## src/rtl/csi2_pkg.sv

```systemverilog
// ---------------------------------------------------------------------------
// csi2_pkg
// Shared types and constants for the CSI-2 receive packet path:
//   csi2_header_t    - parsed packet header (vc, dt, wc, ecc)
//   csi2_state_t     - packet controller state encoding
//   CSI2_*           - data-type and CRC constants
//   csi2_crc16_byte  - one byte step of reflected CRC-16-CCITT
// ---------------------------------------------------------------------------
package csi2_pkg;

    typedef struct packed {
        logic [1:0]  vc;
        logic [5:0]  dt;
        logic [15:0] wc;
        logic [7:0]  ecc;
    } csi2_header_t;

    localparam logic [5:0]  CSI2_SHORT_DT_MAX   = 6'h0F;
    localparam logic [5:0]  CSI2_DT_FRAME_START = 6'h00;
    localparam logic [5:0]  CSI2_DT_FRAME_END   = 6'h01;
    localparam logic [5:0]  CSI2_DT_RAW8        = 6'h2A;

    localparam logic [15:0] CSI2_CRC_POLY = 16'h8408;
    localparam logic [15:0] CSI2_CRC_INIT = 16'hFFFF;

    typedef enum logic [2:0] {
        ST_RESYNC   = 3'd0,
        ST_IDLE     = 3'd1,
        ST_HEADER   = 3'd2,
        ST_PAYLOAD  = 3'd3,
        ST_CHECKSUM = 3'd4
    } csi2_state_t;

    // Reflected CRC step: bits enter LSB first, register shifts right.
    function automatic logic [15:0] csi2_crc16_byte(input logic [15:0] crc,
                                                    input logic [7:0]  data);
        logic [15:0] c;
        c = crc;
        for (int i = 0; i < 8; i++) begin
            if (c[0] ^ data[i]) begin
                c = (c >> 1) ^ CSI2_CRC_POLY;
            end else begin
                c = c >> 1;
            end
        end
        return c;
    endfunction

endpackage

```

## src/rtl/csi2_crc16.sv

```systemverilog
// ---------------------------------------------------------------------------
// csi2_crc16
// Byte-wide reflected CRC-16-CCITT accumulator for CSI-2 payload checking.
// Only elaborated when CSI2_RX_CRC_CHECK_EN is defined.
//   clock   in   controller clock
//   reset_n in   asynchronous active-low reset (crc -> init)
//   clear   in   synchronous reload of the init value
//   enable  in   fold data into the running CRC this cycle
//   data    in   payload byte
//   crc     out  running CRC value
// ---------------------------------------------------------------------------
`ifdef CSI2_RX_CRC_CHECK_EN
module csi2_crc16
    import csi2_pkg::*;
(
    input  logic        clock,
    input  logic        reset_n,
    input  logic        clear,
    input  logic        enable,
    input  logic [7:0]  data,
    output logic [15:0] crc
);

    // Running CRC register; clear has priority over enable.
    always_ff @(posedge clock or negedge reset_n) begin
        if (!reset_n) begin
            crc <= CSI2_CRC_INIT;
        end else if (clear) begin
            crc <= CSI2_CRC_INIT;
        end else if (enable) begin
            crc <= csi2_crc16_byte(crc, data);
        end
    end

endmodule
`endif

```

## src/rtl/csi2_rx_packet_controller.sv

```systemverilog
// ---------------------------------------------------------------------------
// csi2_rx_packet_controller
// Parses one CSI-2 packet per HS burst from a single-lane D-PHY byte stream
// and resets the byte receiver after every packet or stall so it re-hunts
// for the sync byte in the next burst.
// Optional: define CSI2_RX_CRC_CHECK_EN to check the payload CRC-16;
// otherwise checksum bytes are consumed and crc_error stays 0.
//
// Ports:
//   clock            in   controller clock
//   reset_n          in   asynchronous active-low reset
//   byte_data[7:0]   in   byte from D-PHY receiver
//   byte_valid       in   byte_data valid
//   phy_reset        out  synchronous reset to the D-PHY receiver
//   busy             out  packet in progress (header/payload/checksum)
//   header_valid     out  pulse, header fields updated
//   virtual_channel  out  DI[7:6]
//   data_type        out  DI[5:0]
//   word_count       out  {WC_hi, WC_lo}
//   ecc              out  header ECC byte, unchecked
//   payload_data     out  payload byte
//   payload_valid    out  payload_data valid
//   packet_end       out  pulse, packet completed
//   error_timeout    out  pulse, packet aborted on stall
//   crc_error        out  pulse with packet_end on checksum mismatch
// ---------------------------------------------------------------------------
module csi2_rx_packet_controller
    import csi2_pkg::*;
#(
    parameter int unsigned PHY_RESET_CYCLES = 4,
    parameter int unsigned TIMEOUT_CYCLES   = 1024
) (
    input  logic        clock,
    input  logic        reset_n,
    input  logic [7:0]  byte_data,
    input  logic        byte_valid,
    output logic        phy_reset,
    output logic        busy,
    output logic        header_valid,
    output logic [1:0]  virtual_channel,
    output logic [5:0]  data_type,
    output logic [15:0] word_count,
    output logic [7:0]  ecc,
    output logic [7:0]  payload_data,
    output logic        payload_valid,
    output logic        packet_end,
    output logic        error_timeout,
    output logic        crc_error
);

    localparam int unsigned RST_CNT_W = (PHY_RESET_CYCLES > 1) ? $clog2(PHY_RESET_CYCLES) : 1;
    localparam int unsigned TO_CNT_W  = $clog2(TIMEOUT_CYCLES + 1);
    localparam logic [RST_CNT_W-1:0] RST_LAST = RST_CNT_W'(PHY_RESET_CYCLES - 1);
    localparam logic [TO_CNT_W-1:0]  TO_LAST  = TO_CNT_W'(TIMEOUT_CYCLES - 1);

    csi2_state_t          state;
    logic [RST_CNT_W-1:0] rst_cnt;
    logic [TO_CNT_W-1:0]  to_cnt;
    logic [1:0]           hdr_cnt;
    logic [15:0]          pay_cnt;
    logic                 cs_cnt;
    logic [7:0]           di_q;
    logic [7:0]           wc_lo_q;
    logic [7:0]           wc_hi_q;
    csi2_header_t         hdr_c;

    // Header as it stands once the ECC byte is on byte_data.
    assign hdr_c = '{vc: di_q[7:6], dt: di_q[5:0], wc: {wc_hi_q, wc_lo_q}, ecc: byte_data};

`ifdef CSI2_RX_CRC_CHECK_EN
    logic [15:0] crc_val;
    logic [7:0]  cs_lo_q;
    logic        crc_clear;
    logic        crc_en;

    // CRC restarts while waiting for a packet and folds in accepted payload.
    assign crc_clear = (state == ST_IDLE);
    assign crc_en    = (state == ST_PAYLOAD) && byte_valid;

    csi2_crc16 u_crc16 (
        .clock   (clock),
        .reset_n (reset_n),
        .clear   (crc_clear),
        .enable  (crc_en),
        .data    (byte_data),
        .crc     (crc_val)
    );
`endif

    // Packet sequencer with registered outputs.
    always_ff @(posedge clock or negedge reset_n) begin
        if (!reset_n) begin
            state           <= ST_RESYNC;
            rst_cnt         <= '0;
            to_cnt          <= '0;
            hdr_cnt         <= '0;
            pay_cnt         <= '0;
            cs_cnt          <= 1'b0;
            di_q            <= '0;
            wc_lo_q         <= '0;
            wc_hi_q         <= '0;
            phy_reset       <= 1'b1;
            busy            <= 1'b0;
            header_valid    <= 1'b0;
            virtual_channel <= '0;
            data_type       <= '0;
            word_count      <= '0;
            ecc             <= '0;
            payload_data    <= '0;
            payload_valid   <= 1'b0;
            packet_end      <= 1'b0;
            error_timeout   <= 1'b0;
            crc_error       <= 1'b0;
`ifdef CSI2_RX_CRC_CHECK_EN
            cs_lo_q         <= '0;
`endif
        end else begin
            header_valid  <= 1'b0;
            payload_valid <= 1'b0;
            packet_end    <= 1'b0;
            error_timeout <= 1'b0;
            crc_error     <= 1'b0;

            case (state)
                ST_RESYNC: begin
                    to_cnt <= '0;
                    if (rst_cnt == RST_LAST) begin
                        rst_cnt   <= '0;
                        phy_reset <= 1'b0;
                        state     <= ST_IDLE;
                    end else begin
                        rst_cnt <= rst_cnt + RST_CNT_W'(1);
                    end
                end

                ST_IDLE: begin
                    to_cnt <= '0;
                    if (byte_valid) begin
                        di_q    <= byte_data;
                        hdr_cnt <= 2'd1;
                        busy    <= 1'b1;
                        state   <= ST_HEADER;
                    end
                end

                default: begin
                    if (!byte_valid) begin
                        // Stall: abort once TIMEOUT_CYCLES idle cycles have elapsed.
                        if (to_cnt == TO_LAST) begin
                            to_cnt        <= '0;
                            error_timeout <= 1'b1;
                            busy          <= 1'b0;
                            phy_reset     <= 1'b1;
                            rst_cnt       <= '0;
                            state         <= ST_RESYNC;
                        end else begin
                            to_cnt <= to_cnt + TO_CNT_W'(1);
                        end
                    end else begin
                        to_cnt <= '0;
                        case (state)
                            ST_HEADER: begin
                                hdr_cnt <= hdr_cnt + 2'd1;
                                if (hdr_cnt == 2'd1) begin
                                    wc_lo_q <= byte_data;
                                end else if (hdr_cnt == 2'd2) begin
                                    wc_hi_q <= byte_data;
                                end else begin
                                    virtual_channel <= hdr_c.vc;
                                    data_type       <= hdr_c.dt;
                                    word_count      <= hdr_c.wc;
                                    ecc             <= hdr_c.ecc;
                                    header_valid    <= 1'b1;
                                    if (hdr_c.dt <= CSI2_SHORT_DT_MAX) begin
                                        packet_end <= 1'b1;
                                        busy       <= 1'b0;
                                        phy_reset  <= 1'b1;
                                        rst_cnt    <= '0;
                                        state      <= ST_RESYNC;
                                    end else if (hdr_c.wc != 16'd0) begin
                                        pay_cnt <= hdr_c.wc;
                                        state   <= ST_PAYLOAD;
                                    end else begin
                                        cs_cnt <= 1'b0;
                                        state  <= ST_CHECKSUM;
                                    end
                                end
                            end

                            ST_PAYLOAD: begin
                                payload_data  <= byte_data;
                                payload_valid <= 1'b1;
                                pay_cnt       <= pay_cnt - 16'd1;
                                if (pay_cnt == 16'd1) begin
                                    cs_cnt <= 1'b0;
                                    state  <= ST_CHECKSUM;
                                end
                            end

                            ST_CHECKSUM: begin
                                if (!cs_cnt) begin
                                    cs_cnt <= 1'b1;
`ifdef CSI2_RX_CRC_CHECK_EN
                                    cs_lo_q <= byte_data;
`endif
                                end else begin
                                    packet_end <= 1'b1;
`ifdef CSI2_RX_CRC_CHECK_EN
                                    crc_error  <= ({byte_data, cs_lo_q} != crc_val);
`endif
                                    busy       <= 1'b0;
                                    phy_reset  <= 1'b1;
                                    rst_cnt    <= '0;
                                    state      <= ST_RESYNC;
                                end
                            end

                            default: ;
                        endcase
                    end
                end
            endcase
        end
    end

endmodule

```

## config.mk

```make
export PLATFORM = sky130hd
export DESIGN_NAME = csi2_rx_packet_controller
export DESIGN_NICKNAME = d
export VERILOG_FILES = /design/src/rtl/csi2_pkg.sv /design/src/rtl/csi2_crc16.sv /design/src/rtl/csi2_rx_packet_controller.sv
export SDC_FILE = /design/constraint.sdc
export NUM_CORES = 1
export LEC_CHECK = 0
export BUFFER_PORTS_ARGS = -buffer_cell sky130_fd_sc_hd__buf_2
export CELL_PAD_IN_SITES_DETAIL_PLACEMENT = 0
export CELL_PAD_IN_SITES_GLOBAL_PLACEMENT = 1
export CORE_MARGIN = 4
export CORE_UTILIZATION = 30
export CTS_BUF_LIST = sky130_fd_sc_hd__clkbuf_16
export DETAILED_ROUTE_END_ITERATION = 12
export GPL_TIMING_DRIVEN = 0
export PLACE_DENSITY_LB_ADDON = 0.3
export SLEW_MARGIN = 20
export SYNTH_ARGS = -nofsm -noshare
export SYNTH_HDL_FRONTEND = slang
export SYNTH_HIERARCHICAL = 1
export SYNTH_SLANG_ARGS = --single-unit
```

## constraint.sdc

```tcl
create_clock -name clock -period 2.15 [get_ports clock]
set_input_delay 0 -clock clock [delete_from_list [all_inputs] [get_ports clock]]
set_output_delay 0 -clock clock [all_outputs]
set_load 0.1 [all_outputs]
```

# --- Word level (Yosys, flattened, before mapping) ---
# Cells that the tools add are included.
totals:
  regBits: 105
  inputBits: 11
  output_inout_bits: 47
  wordCells: 157
classes:
  addsub: 4
  n_lt_le_gt_ge: 1
  eq_ne: 32
  mux: 75
  bitwise_logic: 5
  n_reduce_logical: 20
ops:
  columns: ["cell", "count"]
  rows:
  - ["$mux W16", 4]
  - ["$mux W1", 36]
  - ["$mux W11", 3]
  - ["$pmux W16 S2", 1]
  - ["$reduce_and A8 Y1", 4]
  - ["$mux W3", 10]
  - ["$ne A4 B4 Y1 const B", 6]
  - ["$mux W2", 10]
  - ["$eq A16 B1 Y1 const B", 1]
  - ["$ne A2 B2 Y1 const B", 8]
  - ["$reduce_bool A16 Y1", 1]
  - ["$sub A16 B1 Y16 const B", 1]
  - ["$ne A5 B5 Y1 const B", 3]
  - ["$reduce_and A7 Y1", 2]
  - ["$pmux W2 S2", 3]
  - ["$add A11 B1 Y11 const B", 1]
  - ["$eq A11 B10 Y1 const B", 1]
  - ["$pmux W1 S2", 5]
  - ["$reduce_and A5 Y1", 2]
  - ["$pmux W3 S3", 1]
  - ["$ne A4 B1 Y1 const B", 2]
  - ["$ne A4 B3 Y1 const B", 2]
  - ["$eq A3 B2 Y1 const B", 2]
  - ["$le A6 B4 Y1 const B", 1]
  - ["17 further kinds", 27]

# --- Logic depth before layout (Yosys ltp) ---
# Gate-level depths: netlist (run 1).
depth:
  depth_word: 8
  mapped_depth: 9
  mapped_depth_nobuf: 7

# --- Least setup slack after synthesis (run 1) ---
# No wires, ideal clock.
synth_path:
  path_type: "register -> register"
  startpoint: "register pay_cnt[1]"
  endpoint: "register state[0]"
  setup_time_ps: 128
  arrival_time_ps: 1924
  t_required_ps: 2022
  path_slack_ps: 98
  stages_incl_launch_ff: 8
  path_buffers: 0
  synth_period_minus_slack_ps: 2052
  path_cell_list: "dfrtp_1 inv_1 ha_1 or4b_1 o31ai_2 o211ai_2 a221oi_4 mux2_1"
synth_between:
  elab_chain_cells: 3
synth_rtl:
  columns: ["item", "line", "text"]
  rows:
  - ["start, declared", "csi2_rx_packet_controller.sv:60", "logic [15:0] pay_cnt;"]
  - ["start signal, assigned", "csi2_rx_packet_controller.sv:181", "pay_cnt <= hdr_c.wc;"]
  - ["start signal, assigned", "csi2_rx_packet_controller.sv:193", "pay_cnt <= pay_cnt - 16'd1;"]
  - ["$eq A16 B1 Y1", "csi2_rx_packet_controller.sv:194", "if (pay_cnt == 16'd1) begin"]
  - ["$ne A5 B5 Y1 (no line)", null, null]
  - ["$reduce_and A8 Y1 (no line)", null, null]
  - ["end signal, assigned", "csi2_rx_packet_controller.sv:185", "state <= ST_CHECKSUM;"]
  - ["end signal, assigned", "csi2_rx_packet_controller.sv:196", "state <= ST_CHECKSUM;"]
  - ["end signal, assigned", "csi2_rx_packet_controller.sv:214", "state <= ST_RESYNC;"]
  - ["end, declared", "csi2_rx_packet_controller.sv:56", "csi2_state_t state;"]
# Every way passes these cells.
# A chain may end at the register's enable or synchronous reset.

# --- Worst setup path in the final report (run 1) ---
layout_path:
  startpoint: "register pay_cnt[0]"
  endpoint: "register state[0]"
# The elaborated chain is that of the path after synthesis.

==> results of run 1 <==
==> sequential cells by signal, indices dropped and copies added, names as in the netlist, 2 cells and up <==
signal and cells:
di_q 8, rst_cnt 2, payload_data 8, word_count 16, pay_cnt 16, virtual_channel 2, data_type 6, state 3
ecc 8, wc_hi_q 8, hdr_cnt 2, wc_lo_q 8, to_cnt 11
==> worst min-delay path by stage <==
stage                  from                     end  slack (ns)  cells past startpoint
6_report            reset_n  pay_cnt[5]$_DFFE_PN0P_        0.15                      2
3_5_place_dp        reset_n  pay_cnt[5]$_DFFE_PN0P_       -0.03                      1
2_1_floorplan       reset_n        busy$_DFFE_PN0P_       -0.30                      0
5_1_grt             reset_n  pay_cnt[8]$_DFFE_PN0P_        0.22                      2
3_3_place_gp   byte_data[7]     di_q[7]$_DFFE_PN0P_        0.29                      3
4_1_cts             reset_n  pay_cnt[8]$_DFFE_PN0P_        0.18                      2
==> power by group through the flow <==
| stage | registers (mW) | logic, mW | clock network (mW) |
|---|---|---|---|
| finish | 3.32 | 5.03 | 1.56 |
| global route | 3.42 | 5.36 | 1.70 |
| CTS | 3.29 | 4.90 | 1.61 |
| detailed placement | 3.31 | 4.76 | 0 |
| global placement | 3.30 | 4.71 | 0 |
| floorplan | 5.31 | 1.72 | 0 |
==> area by class of cell <==
class                           instances  area [um2]
Buffer                                 20         110
Clock buffer                            9         225
Clock inverter                          7        51.3
Fill cell                            1547        9490
Inverter                               16        60.1
Multi-Input combinational cell        301        2130
Sequential cell                       105        2630
Tap cell                              211         264
Timing Repair Buffer                   74         467
==> kinds of logic after synthesis <==
| family | count (synthesis) | synth area share [%] |
|---|---|---|
| other cells | 1 | 0.0784 |
| xor+xnor | 6 | 1.10 |
| buf+inv | 36 | 3.14 |
| flops | 105 | 54.9 |
| mux | 51 | 12.0 |
| simple gates | 162 | 16.1 |
| compound gates | 75 | 11.1 |
| fa+ha+maj | 6 | 1.57 |
==> synth_stat cells, drive strengths merged (6+ instances only) <==
master	instances
dfrtp	104
nand2	63
mux2	50
nor2	32
inv	16
nor3	16
o21ai	16
a21oi	15
buf	11
nor4	11
nand3	10
clkbuf	9
and3	6
ha	6
o22a	6
o31ai	6
or3	6
==> worst max-delay path, cell delays in order, from the launching register on <==
cell	delay (ns)
dfrtp_2	0.46
ha_4	0.14
or4b_4	0.46
o31ai_4	0.20
o211ai_2	0.16
a221oi_4	0.24
mux2_4	0.32
==> per-layer routing <==
metal,vias up,track usage (%),share of wire (%)
met5,-,0,0
met3,13,4.09,5.9
met4,0,4.64,1.5
li1,1750,-,-
met2,84,22.3,47
met1,1837,19.1,45
==> per-stage QoR <==
step                hold slack, ns  power [mW]
floorplan                   -0.296        7.04
global placement             0.290        8.01
detailed placement         -0.0297        8.07
CTS                          0.180        9.81
global route                 0.221        10.5
finish                       0.148        9.91
==> what timing repair did <==
item,4_1_cts,5_1_grt
gates resized for setup,12,28
setup endpoints to repair,14,27
endpoints found under the hold margin,74,0
hold buffers,9,0
setup buffers,5,4
pin swaps,1,5
==> results.cfg, run 1 <==
[sta]
setup_violations = 0
fin_tns_setup_ns = 0
setup_ws_ns = 0.0519
tightest_slew_ns = 0.692
finalMaxSlewViolations = 0
finClkSkew_ns = 0.00666
finalCritPeriodShare_pct = 97.6
hold_violations = 0
fmax_ghz = 0.477
finalCriticalPeriod_ns = 2.10
rsz0062_at_grt = yes
slew_headroom_pct = 53.7

[global_routing]
grt_pass1_wl_um = 20300
grt-ovfl-total = 0
grt.total_usage_pct = 14.2
grt_pass1_vias = 3789
grt_max_degree = 62
antenna_found_initial = 0

[finish]
area_delta_synth_final_pct = 24.1
layoutNonFillerInstCount = 743
layout_commonest_cell = dfrtp_1
diodes = 0
final_cell_mix = dfrtp_1, nand2_1, buf_2, mux2_2, nor2_1
fin_util_pct = 38.5
fin_nets = 544
postLayoutCellArea_um2 = 5940
drive_gt1_share_pct = 32.0

[synthesis]
synth_edf_count = 0
ys_seq_area_share_pct = 54.9
synth_warnings = 6
synthTopCellsByArea = dfrtp_1, mux2_2, nand2_1
synth_top_area_cell = dfrtp_1
synthCells = 442
syn_area_um2 = 4780
synth_seq_cells = 105
synth_area_per_cell_um2 = 10.8
synthArstFlopShare_pct = 100
synth_top_area_share_pct = 54.4
synth-main-ff-cell = dfrtp_1
synth_nets = 459
ys_types = 57

[worst_setup_path]
rrSetupSlack_ns = 0.05
critPathKind = reg -> reg
cp-startpoint = pay_cnt[0]$_DFFE_PN0P_
worstRegToRegCells = 6
cp.arrival_ns = 2.33
cp-endpoint = state[0]$_DFFE_PN0P_
cp.required_ns = 2.39
crit_path_start_kind = register
rr_endpoint = state[0]$_DFFE_PN0P_
r2r_start = pay_cnt[0]$_DFFE_PN0P_
worst_setup_path_end_kind = register
worstPathMaxFanout = 6

[power]
p_switching_mw = 5.09
power_frac_clock_pct = 15.8
vdd_drop_max_mv = 1.16
p_int_mw = 4.83
leakage_nw = 2.78
switching_share_pct = 51.3
cellPowerDensity_nw_per_um2 = 1670
comb_power_share_pct = 50.8
seq_power_share_pct = 33.5

[floorplanning]
die_h_um = 134
dieArea_um2 = 18000
rows = 45
start_util_pct = 31.0
fp.dieW_um = 134
core_um2 = 15400
pin_count = 58

[placement]
hpwl_um = 8780
numPortBuffers = 55
dp_cells = 709
placed_area_um2 = 5360
pre_cts_ws_ns = -0.100
gp_congestion = 0.801

[hold_path]
min_path_type = in -> async

[clock_tree]
cts_buffers = 9
path_clk_slew_ns = 0.07
insertion_delay_ns = 0.35
htree_levels = 3
cts_tree = done
cts_root_buf = clkbuf_16
clockBufferDepth = 2
cts.sinks = 105

[detailed_routing]
avgRoutedWirePerCell_um = 16.7
drc = 0
final_antenna_net_count = 0
drt_iter0_markers = 118
drt_pass1_iterations = 4
route.vias.total = 3684
viasPerCell = 4.96
totalWireLength_um = 12400

[outcome]
status = complete, no violations

[flow_run]
drv_cap = 0
No activity file was read; power rests on OpenSTA's default activity.
==> run 2: changes to the inputs <==
Settings changed: CORE_UTILIZATION 30 to 40, CTS_CLUSTER_DIAMETER set to 50.
==> run 2 against run 1 <==
Compared with the run above: register-to-register slack worse by 0.04 ns; clock skew is 0.0019 ns higher; via count hardly changed; critical endpoint unchanged; largest cell class unchanged; sequential share of layout area is 0.43 points higher; routed wire length is 4.2% lower; flip-flop and latch count stayed put; hold slack worse by 0.043 ns.
==> results.cfg, run 2 (synthesis results as in run 1) <==
[clock_tree]
clockBufferDepth = 2
htree_levels = 3
insertion_delay_ns = 0.35
cts_tree = done
path_clk_slew_ns = 0.07
cts_buffers = 9
cts.sinks = 105
cts_root_buf = clkbuf_16

[sta]
rsz0062_at_grt = yes
finClkSkew_ns = 0.00860
tightest_slew_ns = 0.675
fmax_ghz = 0.467
slew_headroom_pct = 54.8
finalMaxSlewViolations = 0
hold_violations = 0
finalCriticalPeriod_ns = 2.14
finalCritPeriodShare_pct = 99.5
setup_violations = 0

[placement]
hpwl_um = 8390
numPortBuffers = 55
gp_congestion = 0.863
placed_area_um2 = 5270

[worst_setup_path]
worst_setup_path_end_kind = register
worstPathMaxFanout = 2
crit_path_start_kind = register
rr_endpoint = state[0]$_DFFE_PN0P_
worstRegToRegCells = 7
cp.required_ns = 2.38
critPathKind = reg -> reg
r2r_start = pay_cnt[1]$_DFFE_PN0P_
rrSetupSlack_ns = 0.01
cp.arrival_ns = 2.37

[detailed_routing]
drt_pass1_iterations = 4
drc = 0
viasPerCell = 5.47
totalWireLength_um = 11900
drt_iter0_markers = 114
avgRoutedWirePerCell_um = 17.7
route.vias.total = 3685
final_antenna_net_count = 0

[floorplanning]
pin_count = 58
dieArea_um2 = 13800
core_um2 = 11600
fp.dieW_um = 117
rows = 39
start_util_pct = 41.4
die_h_um = 117

[global_routing]
grt_pass1_wl_um = 19300
grt_max_degree = 73
grt.total_usage_pct = 17.2
grt-ovfl-total = 0
antenna_found_initial = 0
grt_pass1_vias = 3701

[hold_path]
min_path_type = in -> async

[finish]
fin_nets = 544
layout_commonest_cell = dfrtp_1
drive_gt1_share_pct = 32.0
postLayoutCellArea_um2 = 5880
diodes = 0
final_cell_mix = dfrtp_1, nand2_1, buf_2, mux2_2, nor2_1
largestRegisters = pay_cnt x16, word_count x16, to_cnt x11
area_delta_synth_final_pct = 22.9

[outcome]
status = complete, no violations

[flow_run]
drv_cap = 0
[run 2: cell count changes in the layout (fill, tap and decap cells not counted), sizes merged]
cell | previous run | this run
buf | 73 | 77
inv | 19 | 17
clkbuf | 21 | 17
bufinv | 0 | 2
clkinv | 4 | 2
clkinvlp | 0 | 1
[run 2: layer usage]
| metal | global-route usage, % | routed length, um | up-vias |
|---|---|---|---|
| met5 | 0 | 0 | - |
| met4 | 4.11 | 127 | 0 |
| met3 | 3.75 | 533 | 9 |
| met2 | 28.4 | 5790 | 74 |
| met1 | 23.2 | 5440 | 1853 |
| li1 | - | - | 1749 |
[run 2: final cells by class]
type | instances | area [um2]
plain buffers | 19 | 96.3
clock buffers | 9 | 225
clock inverters | 6 | 92.6
fillers | 1041 | 5680
inverters | 16 | 60.1
multi-input cells | 301 | 2120
flip-flops and latches | 105 | 2630
well taps | 143 | 179
repair buffers | 75 | 478
[run 2: critical path, stage by stage (launching register included)]
cell and delay [ns]:
dfrtp_1 0.41, inv_2 0.09, ha_4 0.11, or4b_4 0.46, o31ai_4 0.20, o211ai_2 0.16
a221oi_4 0.27, mux2_4 0.32
[run 2: per-stage QoR]
stage | setup WS (ns) | utilization (%) | std cells | hold slack (ns) | setup TNS [ns]
3_5_place_dp | -0.118 | 45.6 | 641 | -0.0854 | -0.669
2_1_floorplan | 0.0980 | - | 442 | -0.296 | 0
3_3_place_gp | -0.109 | 45.3 | 640 | 0.291 | -9.98
4_1_cts | -0.0381 | 49.6 | 667 | 0.126 | -0.0466
6_report | 0.00990 | 50.9 | 674 | 0.105 | 0
5_1_grt | -0.0645 | 50.9 | 674 | 0.157 | -0.595
[run 2: worst max path at each step]
stage / endpoint / cells after the start / from
2_1_floorplan: state[0]$_DFFE_PN0P_ / 7 / pay_cnt[1]$_DFFE_PN0P_
3_5_place_dp: state[0]$_DFFE_PN0P_ / 7 / pay_cnt[1]$_DFFE_PN0P_
5_1_grt: state[0]$_DFFE_PN0P_ / 7 / pay_cnt[1]$_DFFE_PN0P_
4_1_cts: state[0]$_DFFE_PN0P_ / 7 / pay_cnt[1]$_DFFE_PN0P_
3_3_place_gp: state[0]$_DFFE_PN0P_ / 7 / pay_cnt[1]$_DFFE_PN0P_
6_report: state[0]$_DFFE_PN0P_ / 7 / pay_cnt[1]$_DFFE_PN0P_
[run 2: timing repair]
item / in CTS / in global routing
pin swaps: 1 / 4
gates cloned: 0 / 0
hold endpoints to repair: 126 / 0
setup buffers: 3 / 7
gates resized for setup: 12 / 19
hold buffers: 9 / 0
endpoints found under the setup margin: 12 / 22
Power of run 2 is left out: the tool's default activity adds up to more than one toggle a clock period on the data nets, which glitch-free logic cannot reach.
